<file path="src/rtl/led_pkg.sv">
// Shared constants and types for the LED fade/PWM stage.
// Channel state is derived from brightness and requested level, never stored.
package led_pkg;

   localparam int CLK_HZ        = 12000000;
   localparam int N_LED         = 5;
   localparam int PWM_BITS      = 8;
   localparam int FADE_STEP_DIV = 23438;

   typedef logic [PWM_BITS-1:0] bright_t;

   typedef enum logic [1:0] {
      CH_OFF,
      CH_RISING,
      CH_ON,
      CH_FALLING
   } chan_state_e;

   function automatic chan_state_e chan_state(input logic level,
                                              input logic at_zero,
                                              input logic at_max);
      if (level) return at_max ? CH_ON : CH_RISING;
      else       return at_zero ? CH_OFF : CH_FALLING;
   endfunction

endpackage

</file>
<file path="src/rtl/led_fade_chan.sv">
// One LED channel: saturating brightness ramp, PWM compare and settled flag.
// Brightness keeps tracking in bypass so PWM resumes from the current level.
module led_fade_chan #(
   parameter int PWM_BITS = led_pkg::PWM_BITS
) (
   input  logic                clk,
   input  logic                rst_n,
   input  logic                tick,
   input  logic [PWM_BITS-1:0] pwm_cnt,
   input  logic                level,
   input  logic                bypass,
   output logic                led_out,
   output logic                settled,
   output logic                unsettled_next
);
   import led_pkg::*;

   localparam logic [PWM_BITS-1:0] MAX = '1;

   logic [PWM_BITS-1:0] b_q, b_d;
   logic                led_q, led_d;
   logic                settled_q, settled_d;
   chan_state_e         state;

   always_comb begin
      state = chan_state(level, b_q == '0, b_q == MAX);

      b_d = b_q;
      if (tick) begin
         case (state)
            CH_RISING:  b_d = b_q + 1'b1;
            CH_FALLING: b_d = b_q - 1'b1;
            default:    b_d = b_q;
         endcase
      end

      // Full brightness forces a constant 1; a plain compare would drop one slot per period.
      led_d     = bypass ? level : ((b_q == MAX) || (pwm_cnt < b_q));
      settled_d = (state == CH_OFF) || (state == CH_ON);
   end

   // NOTE: state registers use non-blocking assignments so every flop samples pre-edge values.
   always_ff @(posedge clk or negedge rst_n) begin
      if (!rst_n) begin
         b_q       <= '0;
         led_q     <= 1'b0;
         settled_q <= 1'b1;
      end else begin
         b_q       <= b_d;
         led_q     <= led_d;
         settled_q <= settled_d;
      end
   end

   assign led_out        = led_q;
   assign settled        = settled_q;
   assign unsettled_next = ~settled_d;

endmodule

</file>
<file path="src/rtl/led_fader.sv">
// LED pad driver: shared step prescaler and PWM counter feeding N_LED fade channels.
// Outputs are registered; reset clears all brightness and forces the pads low.
module led_fader #(
   parameter int N_LED    = led_pkg::N_LED,
   parameter int PWM_BITS = led_pkg::PWM_BITS,
   parameter int STEP_DIV = led_pkg::FADE_STEP_DIV
) (
   input  logic             clk,
   input  logic             rst_n,
   input  logic [N_LED-1:0] level_in,
   input  logic             bypass,
   output logic [N_LED-1:0] led_out,
   output logic [N_LED-1:0] settled,
   output logic             busy
);
   localparam int                PRESC_W    = (STEP_DIV > 1) ? $clog2(STEP_DIV) : 1;
   localparam logic [PRESC_W-1:0] PRESC_LAST = PRESC_W'(STEP_DIV - 1);

   logic [PRESC_W-1:0]  presc_q, presc_d;
   logic [PWM_BITS-1:0] pwm_cnt_q, pwm_cnt_d;
   logic                busy_q, busy_d;
   logic                tick;
   logic [N_LED-1:0]    unsettled_next;

   always_comb begin
      tick      = (presc_q == PRESC_LAST);
      presc_d   = tick ? '0 : presc_q + 1'b1;
      pwm_cnt_d = pwm_cnt_q + 1'b1;
      busy_d    = |unsettled_next;
   end

   always_ff @(posedge clk or negedge rst_n) begin
      if (!rst_n) begin
         presc_q   <= '0;
         pwm_cnt_q <= '0;
         busy_q    <= 1'b0;
      end else begin
         presc_q   <= presc_d;
         pwm_cnt_q <= pwm_cnt_d;
         busy_q    <= busy_d;
      end
   end

   for (genvar i = 0; i < N_LED; i++) begin : g_chan
      led_fade_chan #(
         .PWM_BITS (PWM_BITS)
      ) u_chan (
         .clk            (clk),
         .rst_n          (rst_n),
         .tick           (tick),
         .pwm_cnt        (pwm_cnt_q),
         .level          (level_in[i]),
         .bypass         (bypass),
         .led_out        (led_out[i]),
         .settled        (settled[i]),
         .unsettled_next (unsettled_next[i])
      );
   end

   assign busy = busy_q;

endmodule

</file>
<file path="config.mk">
export PLATFORM = sky130hd
export DESIGN_NAME = led_fader
export DESIGN_NICKNAME = d
export VERILOG_FILES = /design/src/rtl/led_pkg.sv /design/src/rtl/led_fade_chan.sv /design/src/rtl/led_fader.sv
export SDC_FILE = /design/constraint.sdc
export NUM_CORES = 1
export LEC_CHECK = 0
export ABC_AREA = 0
export BUFFER_PORTS_ARGS = -buffer_cell sky130_fd_sc_hd__buf_2
export CAP_MARGIN = 20
export CORE_MARGIN = 3
export CORE_UTILIZATION = 45
export DETAILED_ROUTE_END_ITERATION = 8
export PLACE_DENSITY_LB_ADDON = 0.15
export SYNTH_ARGS = -nofsm -noshare
export SYNTH_HDL_FRONTEND = slang
export SYNTH_SLANG_ARGS = --single-unit
</file>
<file path="constraint.sdc">
create_clock -name clk -period 2.82 [get_ports clk]
set_input_delay 0.282 -clock clk [delete_from_list [all_inputs] [get_ports clk]]
set_output_delay 0.282 -clock clk [all_outputs]
set_load 0.02 [all_outputs]
</file>
; ---- Yosys cells after proc, flatten, opt, wreduce, memory -nomap -nowiden
; Index checks and enable logic that the tools add are counted.
[totals]
ff_bits = 74
in_bits = 8
out_inout_bits = 11
wordCells = 118
[op_classes]
n_addsub = 12
n_lt_le_gt_ge = 5
n_eq_ne = 21
mux = 26
bitwise = 5
n_reduce_logical = 31
[ops]
columns = cell, n
row1 = one-hot mux 8 bit (2 select lines), 5
row2 = adder 8 x 1 -> 8 bit (second input constant), 6
row3 = == test 8 bit (second input constant), 5
row4 = logical NOT 8 bit, 5
row5 = less-than comparator 8 bit, 5
row6 = subtractor 8 x 1 -> 8 bit (second input constant), 5
row7 = 2-to-1 mux 2 bit, 15
row8 = == test 2 bit (second input constant), 10
row9 = adder 15 x 1 -> 15 bit (second input constant), 1
row10 = == test 15 bit (second input constant), 1
row11 = 2-to-1 mux 15 bit, 1
row12 = == test 2 x 1 -> 1 bit (second input constant), 5
row13 = logical NOT 2 bit, 5
row14 = logical OR 1 bit, 10
row15 = AND reduction 2 bit, 5
row16 = nonzero test 2 bit, 5
row17 = 2-to-1 mux 1 bit, 5
row18 = NOT 1 bit, 5
row19 = OR reduction 5 bit, 1

; ---- Longest topological paths before layout
; Gate-level depths: netlist of run 1.
[logic_depth]
depth_word = 7
depth_mapped = 10

; ---- Hierarchy
; From an unflattened synthesis of run 1, not the netlist that was laid out.
[unflattened]
hier_cells = 576
hier_area_um2 = 5437.7
[by_module_without_submodules]
columns = module, instances, cells_per_inst, area_per_inst_um2, seq_area_each_um2
row1 = led_fade_chan, 5, 95, 870.8, 251.5
row2 = led_fader, 1, 101, 1083.5, 600.6

; ---- Worst setup path after synthesis of run 1
; Ideal clock, no wire load.
[synth_timing]
path_kind = reg2reg
startpoint = register g_chan[4].u_chan.b_q[7]
endpoint = register g_chan[4].u_chan.b_q[6]
setup_ns = 0.120
t_arrival_ns = 2.768
required_time_ns = 2.700
path_slack_ns = -0.068
stages_incl_launch_ff = 10
path_cell_list = dfrtp_1 -> or4_1 -> o21ai_0 -> inv_1 -> ha_1 -> nor2b_1 -> o31a_1 -> o21a_1 -> or3_1 -> a31o_1
[synth_via]
elab_chain_cells = 6
elab_cells_between_ends = 10
classes_between = eq/ne (3) / mux (4) / reduce/logical (3)
[synth_rtl]
columns = element, line_no
row1 = start: declaration, led_fade_chan.sv:20  ; logic [PWM_BITS-1:0] b_q, b_d;
row2 = start signal: assignment, led_fade_chan.sv:45  ; b_q <= '0;
row3 = start signal: assignment, led_fade_chan.sv:49  ; b_q <= b_d;
row4 = == test 8 bit / logical NOT 8 bit (equally long branches), led_fade_chan.sv:26  ; state = chan_state(level, b_q == '0, b_q == MAX);
row5 = "2-to-1 mux 2 bit, on equally long branches", "led_pkg.sv:22, led_pkg.sv:23"
row6 = 2-to-1 mux 2 bit *, led_pkg.sv:22  ; if (level) return at_max ? CH_ON : CH_RISING;
row7 = == test 2 x 1 -> 1 bit / == test 2 bit (equally long branches), led_fade_chan.sv:30  ; case (state)
row8 = nonzero test 2 bit (no source line), -
row9 = AND reduction 2 bit (no source line), -
; Every way passes the cells marked *; elsewhere a longest branch is shown, timed or not.
; A chain may end at the register's enable or synchronous reset.

; ---- Worst setup path after layout of run 1
[layout_timing]
startpoint = register g_chan[0].u_chan.b_q[6]
endpoint = register g_chan[0].u_chan.b_q[6]
[layout_via]
elab_chain_cells = 6
elab_cells_between_ends = 12
classes_between = add/sub (2) / eq/ne (3) / mux (4) / reduce/logical (3)
[layout_rtl]
columns = element, line_no
row1 = start: declaration, led_fade_chan.sv:20
row2 = start signal: assignment, led_fade_chan.sv:45
row3 = start signal: assignment, led_fade_chan.sv:49
row4 = == test 8 bit / logical NOT 8 bit (equally long branches), led_fade_chan.sv:26
row5 = "2-to-1 mux 2 bit, on equally long branches", "led_pkg.sv:22, led_pkg.sv:23"
row6 = 2-to-1 mux 2 bit, led_pkg.sv:22
row7 = == test 2 x 1 -> 1 bit / == test 2 bit (equally long branches), led_fade_chan.sv:30
row8 = nonzero test 2 bit (no source line), -
row9 = AND reduction 2 bit (no source line), -
; Parallel ways exist; a longest one is shown, timed or not.

==> summary.md, run 1 <==
| Metric | Value |
|---|---|
| Status | `finished, final reports clean` |
| Netlist cell types | `51` |
| Antenna violations before repair | `0` |
| CTS tree | `built` |
| HP Class | `in2async` |
| Die area | `13560 sq um` |
| CP Data Arrival Time | `2.97 ns` |
| Critical path class | `reg2reg` |
| Syn. warnings | `0` |
| GRT Overall Usage | `19.14%` |
| Initial core utilization | `47.06%` |
| Setup ws final | `0.08959 ns` |
| CTS max path bufs | `2` |
| Total gr overflow | `0` |
| Worst-Skew Late Latency | `0.35 ns` |
| Via count | `4381` |
| Main synth FF type | `dfrtp_1` |
| Layout cells sized above 1 | `22.66%` |
| # hold bufs at CTS | `0` |
| Fin nets | `729` |
| Asr flop ratio synth | `100.0%` |
| Number of enable flip-flop cells after synthesis | `0` |
| Via density per instance | `5.504` |
| Final ANT Viol Nets | `0` |
| Fin. Hold Viols | `0` |
| PortBufs | `18` |
| Vias in the first global route | `4228` |
| Post-Syn Area | `5488 sq um` |
| Fill count | `1038` |
| Drt total wl | `12250 um` |
| Synthesized flop and latch total | `74` |
| Fmax | `366.2 MHz` |
| GPL Wtd Cong | `0.8213` |
| Pwr dens | `424.5 nW/um^2` |
| CTS buffer count | `9` |
| Area delta synth->final | `19.81%` |
| Pre-antenna DRT Iters | `4` |
| Std cell rows | `39` |
| Number of remaining DRC errors | `0` |
| Max cap viols | `0` |
| First-pass GRT wire length | `20220 um` |
| Largest net degree at the start of global routing | `75` |
| Ant. Diodes | `0` |
| Chip width | `116.4 um` |
| Post-DP Area | `6086 sq um` |
| Htree depth | `3` |
| Wire per inst | `15.39 um` |
| Cells after synthesis | `574` |
| RSZ-0062 raised after global routing | `yes` |
| Clock root buffer | `clkbuf_16` |
| P_leak | `3.102 nW` |
| Setup-failing EPs final | `0` |
| Worst endpoint required time | `3.06 ns` |
| Startpoint types | `flop` |
| Pre-CTS setup slack | `-0.04582 ns` |
| Total core area | `11660 sq um` |
| Mapped Avg Cell Area | `9.561 sq um` |
| Normalized max-slew margin | `35.63%` |
| Clk slew on worst S/H paths | `0.06 ns` |
| Fin. max-slew vios | `0` |
| Syn Nets | `655` |
| Final period util | `96.82%` |
| Fin area | `6575 sq um` |
| DRT iter0 DRCs | `240` |
| Clock Skew | `0.005877 ns` |
| Die Y-Extent | `116.4 um` |
| Critical Path Fanout Max | `3` |
| Post-synthesis sequential area ratio | `33.86%` |
| Tightest Pin Transition | `0.9656 ns` |
| DP Wirelength | `9091 um` |
| Minimum clock period | `2.730 ns` |
| Setup crit end kind | `flop` |
| Maximum VDD drop | `0.0004019 V` |
| Pwr Total | `2.791 mW` |
| Ports | `19` |
| Num Clock Sinks | `74` |
| Final core occ | `56.38%` |
==> area by class of cell <==
cell class / count / area, sq um / share of cell area, %
Clock inverter: 6 / 88.84 / 1.351
Tap cell: 143 / 178.9 / 2.721
Clock buffer: 10 / 239.0 / 3.635
Multi-Input combinational cell: 431 / 3457 / 52.58
Sequential cell: 74 / 1858 / 28.26
Timing Repair Buffer: 80 / 558.0 / 8.487
Inverter: 52 / 195.2 / 2.969
==> power breakdown <==
| group | switching (mW) | leakage (nW) | internal [mW] |
|---|---|---|---|
| clock | 0.480 | 0.155 | 0.800 |
| combinational | 0.223 | 2.10 | 0.193 |
| sequential | 0.0114 | 0.845 | 1.08 |
| total | 0.714 | 3.10 | 2.08 |
==> final timing paths <==
check / start / end / slack [ns] / cells after the start
max: g_chan[0].u_chan.b_q[6] / g_chan[0].u_chan.b_q[6] / 0.09 / 9
min: rst_n / g_chan[4].u_chan.b_q[6] / 0.05 / 1
max reg2reg: g_chan[0].u_chan.b_q[6] / g_chan[0].u_chan.b_q[6] / 0.09 / 9
min reg2reg: presc_q[13] / presc_q[13] / 0.51 / 1
max in group asynchronous: rst_n / presc_q[7] / 2.10 / 1
min in group clk: level_in[4] / g_chan[4].u_chan.led_out / 0.22 / 3
==> through the flow <==
step                      hold WS [ns]  instances  setup TNS [ns]
after floorplan               -0.01359        574               0
after global placement          0.4895        777               0
after detailed placement        0.5006        777        -0.05728
after CTS                       0.1228        794               0
after global routing            0.1496        796         -0.1297
final                          0.05217        796               0
==> synthesized netlist by cell type (7+ instances only) <==
library cell,n,area [sq um]
dfrtp_1,69,1727
ha_1,68,850.8
inv_1,52,195.2
o21ai_0,40,200.2
nor2_1,32,120.1
a21oi_1,27,135.1
xnor2_1,27,236.5
nand2_1,25,93.84
nand3_1,20,100.1
a21o_1,16,120.1
nand4_1,14,87.58
xor2_1,14,122.6
or4_1,12,90.09
mux2i_1,11,110.1
buf_4,10,75.07
o21a_1,10,75.07
or3_1,9,56.30
and3_1,8,50.05
nor2b_1,8,50.05
a211oi_1,7,52.55
==> state kept, by name, summed over array words and instances (netlist names) <==
signal,flops
g_chan.u_chan.b_q,40
presc_q,15
g_chan.u_chan.led_out,5
busy,1
pwm_cnt_q,8
g_chan.u_chan.settled,5
==> layer usage <==
metal / routed length, um / part of all wire [%] / global-route usage [%] / vias up
met5: 0 / 0 / 0 / -
met4: 176 / 1.4 / 5.723 / 0
met3: 340 / 2.8 / 4.560 / 12
met2: 5939 / 48 / 31.08 / 48
met1: 5796 / 47 / 25.42 / 2106
li1: - / - / - / 2215
==> cells in the final DEF, fill, tap and decap left out, types with 7 or more instances in the layout <==
master,count
inv_1,49
buf_4,63
nand3_1,20
o21ai_0,37
xor2_1,14
buf_2,17
o21a_1,10
dfrtp_1,69
nand4_1,14
and3_1,8
nor2_1,31
or3_1,9
a21o_1,16
nor2b_1,7
mux2i_1,11
xnor2_1,27
or4_4,10
clkbuf_16,9
nand2_1,25
ha_1,63
a21oi_1,27
==> worst max-delay path, stage by stage (launching register included) <==
cell     delay, ns
dfrtp_1       0.39
or4_4         0.54
o21ai_2       0.17
inv_1         0.10
ha_1          0.31
nor2b_1       0.15
o31a_1        0.26
o21a_1        0.19
or3_1         0.30
a31o_1        0.21
==> repair_timing <==
item | in CTS | in global routing
pin swaps | 1 | 4
hold endpoints to repair | 0 | 0
gates resized for setup | 3 | 25
setup buffers | 1 | 2
endpoints found under the setup margin | 5 | 14
==> kinds of logic after synthesis <==
group / count (synthesis) / share of synthesized area [%]
simple gates: 161 / 16.46
compound gates: 140 / 17.03
flops: 74 / 33.86
fa+ha+maj: 73 / 17.33
buf+inv: 69 / 5.746
xor+xnor: 41 / 6.544
mux: 16 / 3.032
(Power assumes the default switching activity.)
==> run 2: changes to the inputs <==
- CORE_UTILIZATION: 45 -> 30
- PLACE_DENSITY_LB_ADDON: 0.15 -> 0.1
==> summary.md, run 2 (synthesis gave the netlist of run 1 again) <==
| Metric | Value |
|---|---|
| Status | `finished, final reports clean` |
| Vias in the first global route | `4520` |
| Reg-to-Reg Start | `g_chan[1].u_chan.b_q[4]` |
| Setup bufs post-CTS | `0` |
| Post-DP Area | `6241 sq um` |
| Commonest non-fill, non-tap cells in the layout | `69 x dfrtp_1, 67 x buf_4, 63 x ha_1, 48 x inv_1, 37 x o21ai_0` |
| Final period util | `96.75%` |
| Register area | `1858 sq um` |
| P_leak | `3.133 nW` |
| Via count | `4363` |
| CTS tree | `built` |
| Critical path class | `reg2reg` |
| Via density per instance | `4.936` |
| RSZ-0062 raised after global routing | `yes` |
| Setup crit end kind | `flop` |
| Largest net degree at the start of global routing | `75` |
| HP Class | `in2reg` |
| CTS max path bufs | `2` |
| Layout cells sized above 1 | `23.07%` |
| Critical Path Fanout Max | `5` |
| Post-placement cell count | `866` |
| Non-Filler Instances | `884` |
| Fin nets | `735` |
| Hold path depth | `3` |
| PortBufs | `18` |
| Final core occ | `38.35%` |
| Fin. Hold Viols | `0` |
| Area of the multi-input gates | `3476 sq um` |
| CP Data Arrival Time | `2.96 ns` |
| Startpoint types | `flop` |
| Pwr dens | `409.9 nW/um^2` |
| Die area | `19950 sq um` |
| Fill count | `1797` |
| Chip width | `141.3 um` |
| Final ANT Viol Nets | `0` |
| Normalized max-slew margin | `60.47%` |
| Clk slew on worst S/H paths | `0.07 ns` |
| Initial core utilization | `31.19%` |
| Std cell rows | `48` |
| Clock Skew | `0.01351 ns` |
| Pre-antenna DRT Iters | `4` |
| Total core area | `17600 sq um` |
| Htree depth | `3` |
| Total gr overflow | `0` |
| Ant. Diodes | `0` |
| Max reg flops | `40` |
| Ports | `19` |
| DRT iter0 DRCs | `124` |
| Antenna violations before repair | `0` |
| Worst endpoint required time | `3.05 ns` |
| R2R Setup Slk | `0.09 ns` |
| Fin area | `6749 sq um` |
| Maximum VDD drop | `0.0003259 V` |
| Tightest Pin Transition | `0.5854 ns` |
| Clock root buffer | `clkbuf_16` |
| Fin. max-slew vios | `0` |
| DP Wirelength | `10020 um` |
| Die Y-Extent | `141.3 um` |
| Fmax | `366.5 MHz` |
| Top reg by flops | `g_chan.u_chan.b_q` |
| Worst r2r path cells | `10` |
| Reg-to-Reg End | `g_chan[1].u_chan.b_q[6]` |
| First-pass GRT wire length | `22160 um` |
| Worst-Skew Late Latency | `0.34 ns` |
| HP Start | `level_in[4]` |
| Area delta synth->final | `22.98%` |
| Hold WS | `0.2339 ns` |
| Top flop regs | `g_chan.u_chan.b_q x40, presc_q x15, pwm_cnt_q x8` |
| Drt total wl | `13220 um` |
| Max cap viols | `0` |
| Pwr Total | `2.766 mW` |
| Number of remaining DRC errors | `0` |
| Commonest non-fill, non-tap cell in the layout | `dfrtp_1` |
| Hold EP | `g_chan[4].u_chan.led_out` |
| CTS buffer count | `9` |
| Setup-failing EPs final | `0` |
| GPL Wtd Cong | `0.8269` |
| Minimum clock period | `2.728 ns` |
| Num Clock Sinks | `74` |
| Wire per inst | `14.95 um` |
| GRT Overall Usage | `13.67%` |
==> run 2: critical path, stage by stage, from the launching register on <==
cell and delay [ns]:
dfrtp_1 0.38, or4_4 0.56, nor2_4 0.13, or2_2 0.12, inv_1 0.10, ha_1 0.34, o21a_1 0.18, o31a_1 0.11
o21a_1 0.17, or3_1 0.30, a31o_2 0.23
==> run 2: layout make-up <==
class,count,share of cell area (%)
clock buffer,10,3.393
inverter,52,2.892
clock inverter,6,1.353
multi-input combinational,431,51.50
tap,225,4.171
timing repair buffer,86,9.158
sequential,74,27.53
==> run 2: report_power, final <==
part | total, mW | switching, mW | internal, mW
Sequential | 1.09 | 0.0107 | 1.08
Clock | 1.24 | 0.463 | 0.780
Combinational | 0.429 | 0.228 | 0.201
Total | 2.77 | 0.702 | 2.06
==> run 2: per-layer routing <==
layer	up-vias	track usage (%)	wire, um
met5	-	0	0
met4	0	3.774	163
met3	11	2.494	261
met2	36	23.23	6429
met1	2085	17.85	6361
li1	2231	-	-
==> run 2: timing repair <==
item / 4_1_cts / 5_1_grt
pin swaps: 1 / 3
gates resized for setup: 5 / 26
endpoints found under the setup margin: 5 / 13
hold endpoints to repair: 0 / 35
cloned: 0 / 0
hold buffers: 0 / 1
==> run 2: worst max path at each step <==
stage          cells past startpoint                     from                       to  slack (ns)
2_1_floorplan                      9  g_chan[2].u_chan.b_q[4]  g_chan[2].u_chan.b_q[6]       0.006
3_3_place_gp                       9  g_chan[2].u_chan.b_q[0]  g_chan[2].u_chan.b_q[7]       -0.06
3_5_place_dp                       9  g_chan[2].u_chan.b_q[0]  g_chan[2].u_chan.b_q[7]       -0.07
4_1_cts                           10  g_chan[1].u_chan.b_q[0]  g_chan[1].u_chan.b_q[6]       0.004
5_1_grt                           11  g_chan[1].u_chan.b_q[4]  g_chan[1].u_chan.b_q[5]       -0.07
6_report                          10  g_chan[1].u_chan.b_q[4]  g_chan[1].u_chan.b_q[6]        0.09
==> run 2: metrics by stage <==
stage	worst slack [ns]	TNS (ns)
2_1_floorplan	0.006343	0
3_3_place_gp	-0.06002	-0.09162
3_5_place_dp	-0.07284	-0.1114
4_1_cts	0.003679	0
5_1_grt	-0.06685	-0.1941
6_report	0.09172	0
==> run 3: changes to the inputs <==
- SETUP_SLACK_MARGIN: unset -> 0.1
==> summary.md, run 3 (synthesis gave the netlist of run 1 again) <==
| Metric | Value |
|---|---|
| Fin. Hold Viols | `0` |
| P_leak | `3.121 nW` |
| Top flop regs | `g_chan.u_chan.b_q x40, presc_q x15, pwm_cnt_q x8` |
| CTS max path bufs | `2` |
| Int Pwr | `2.124 mW` |
| Worst-Skew Late Latency | `0.34 ns` |
| Clock Skew | `0.007538 ns` |
| Number of remaining DRC errors | `0` |
| Fmax | `360.9 MHz` |
| Sw power | `0.7167 mW` |
| Critical path class | `reg2reg` |
| Comb power frac | `16.3%` |
| Final core occ | `39.17%` |
| GPL Wtd Cong | `0.7895` |
| Htree depth | `3` |
| First-pass GRT wire length | `23250 um` |
| CTS tree | `built` |
| Fin area | `6893 sq um` |
| Fin nets | `725` |
| Fill count | `1749` |
| Reg-to-Reg End | `g_chan[2].u_chan.b_q[6]` |
| Clock root buffer | `clkbuf_16` |
| CTS buffer count | `9` |
| Status | `finished, final reports clean` |
| Area delta synth->final | `25.60%` |
| Slowest stage delay, CP | `0.57 ns` |
| Top reg by flops | `g_chan.u_chan.b_q` |
| CP max-delay cell | `or4_4` |
| Num Clock Sinks | `74` |
| Switching share of power | `25.23%` |
| DRT iter0 DRCs | `152` |
| Post-DP Area | `6166 sq um` |
| Vias in the first global route | `4665` |
| GRT Overall Usage | `14.42%` |
| Commonest non-fill, non-tap cell in the layout | `dfrtp_1` |
| Max reg flops | `40` |
| DP Wirelength | `10060 um` |
| Maximum VDD drop | `0.0003573 V` |
| CP Data Arrival Time | `3.00 ns` |
| Commonest non-fill, non-tap cells in the layout | `69 x dfrtp_1, 56 x ha_1, 51 x buf_4, 47 x inv_1, 37 x o21ai_0` |
| Die area | `19950 sq um` |
| Part of the power in the clock network | `45.2%` |
| Ports | `19` |
| Total core area | `17600 sq um` |
| Drt total wl | `14100 um` |
| Critical Path Fanout Max | `6` |
| R2R Setup Slk | `0.05 ns` |
| Worst r2r path cells | `9` |
| Total gr overflow | `0` |
| HP Class | `in2reg` |
| RSZ-0062 raised after global routing | `yes` |
| Startpoint types | `flop` |
| Pre-antenna DRT Iters | `5` |
| Reg-to-Reg Start | `g_chan[2].u_chan.b_q[0]` |
| Final period util | `98.26%` |
| Sequential power share | `38.5%` |
| TNS Setup | `0 ns` |
| Die Y-Extent | `141.3 um` |
| Chip width | `141.3 um` |
| Via count | `4471` |
| Final ANT Viol Nets | `0` |
| PortBufs | `18` |
| Max cap viols | `0` |
| Wire per inst | `16.14 um` |
| Pwr Total | `2.841 mW` |
| Minimum clock period | `2.771 ns` |
| Normalized max-slew margin | `59.00%` |
| Pwr dens | `412.1 nW/um^2` |
| Setup-failing EPs final | `0` |
| Worst setup path endpoint | `g_chan[2].u_chan.b_q[6]` |
| HP Start | `level_in[4]` |
| Via density per instance | `5.116` |
| Ant. Diodes | `0` |
| Largest net degree at the start of global routing | `75` |
| CP Cell Sequence | `or4_4 -> o21ai_4 -> inv_4 -> ha_4 -> nor2b_2 -> o31a_1 -> o21a_1 -> or3_1 -> a31o_2` |
| Std cell rows | `48` |
| Worst endpoint required time | `3.05 ns` |
| Fin. max-slew vios | `0` |
| Tightest Pin Transition | `0.6071 ns` |
| Setup crit end kind | `flop` |
| Layout cells sized above 1 | `25.27%` |
| Clk slew on worst S/H paths | `0.06 ns` |
| Initial core utilization | `31.19%` |
| Antenna violations before repair | `0` |
| Critical Path Start | `g_chan[2].u_chan.b_q[0]` |
==> run 3: metrics by stage <==
step | hold slack [ns] | std cells | worst slack (ns)
after global placement | 0.5035 | 848 | -0.1198
final | 0.2206 | 874 | 0.04907
after global routing | 0.2254 | 874 | -0.02098
after CTS | 0.1394 | 867 | 0.1033
after floorplan | -0.01359 | 574 | 0.03864
after detailed placement | 0.4956 | 848 | -0.1770
==> run 3: worst max-delay path, delay by kind of cell (launching register included) <==
kind                     cells  cell delay (ns)
adder cells (fa/ha/maj)      1             0.24
AND/OR/NAND/NOR              3             1.04
AO/OA/AOI/OAI                4             0.91
flip-flops                   1             0.38
buffers and inverters        1             0.10
==> run 3: what timing repair did <==
item | in CTS | in global routing
gates resized for setup | 18 | 44
hold buffers | 0 | 1
endpoints found under the hold margin | 0 | 33
gates cloned | 0 | 0
setup buffers | 3 | 5
setup endpoints to repair | 11 | 12
pin swaps | 4 | 20
==> run 3: how the worst min path moves through the flow <==
stage          cells after the start                        to  slack, ns
5_1_grt                            3  g_chan[4].u_chan.led_out       0.23
2_1_floorplan                      0                      busy      -0.01
4_1_cts                            1  g_chan[3].u_chan.led_out       0.14
6_report                           3  g_chan[4].u_chan.led_out       0.22
3_5_place_dp                       1               presc_q[13]       0.50
3_3_place_gp                       1               presc_q[13]       0.50
==> run 3: power by group through the flow <==
stage,Clock (mW),Sequential (mW),Combinational [mW]
3_3_place_gp,0,1.11,0.388
4_1_cts,1.32,1.09,0.412
5_1_grt,1.36,1.10,0.516
3_5_place_dp,0,1.11,0.392
6_report,1.28,1.09,0.462
2_1_floorplan,0,1.12,0.258
==> run 3: layout make-up <==
cell class / count / area, sq um / area share (%)
Timing Repair Buffer: 76 / 565.5 / 8.205
Clock inverter: 4 / 75.07 / 1.089
Inverter: 52 / 210.2 / 3.050
Sequential cell: 74 / 1858 / 26.96
Tap cell: 225 / 281.5 / 4.084
Multi-Input combinational cell: 431 / 3646 / 52.90
Clock buffer: 12 / 256.5 / 3.721
==> run 3: metal layers <==
layer | global-route usage, % | up-vias | wire (um)
met5 | 0 | - | 0
li1 | - | 2207 | -
met4 | 4.742 | 0 | 226
met3 | 2.797 | 19 | 354
met2 | 24.08 | 59 | 6871
met1 | 18.81 | 2186 | 6650
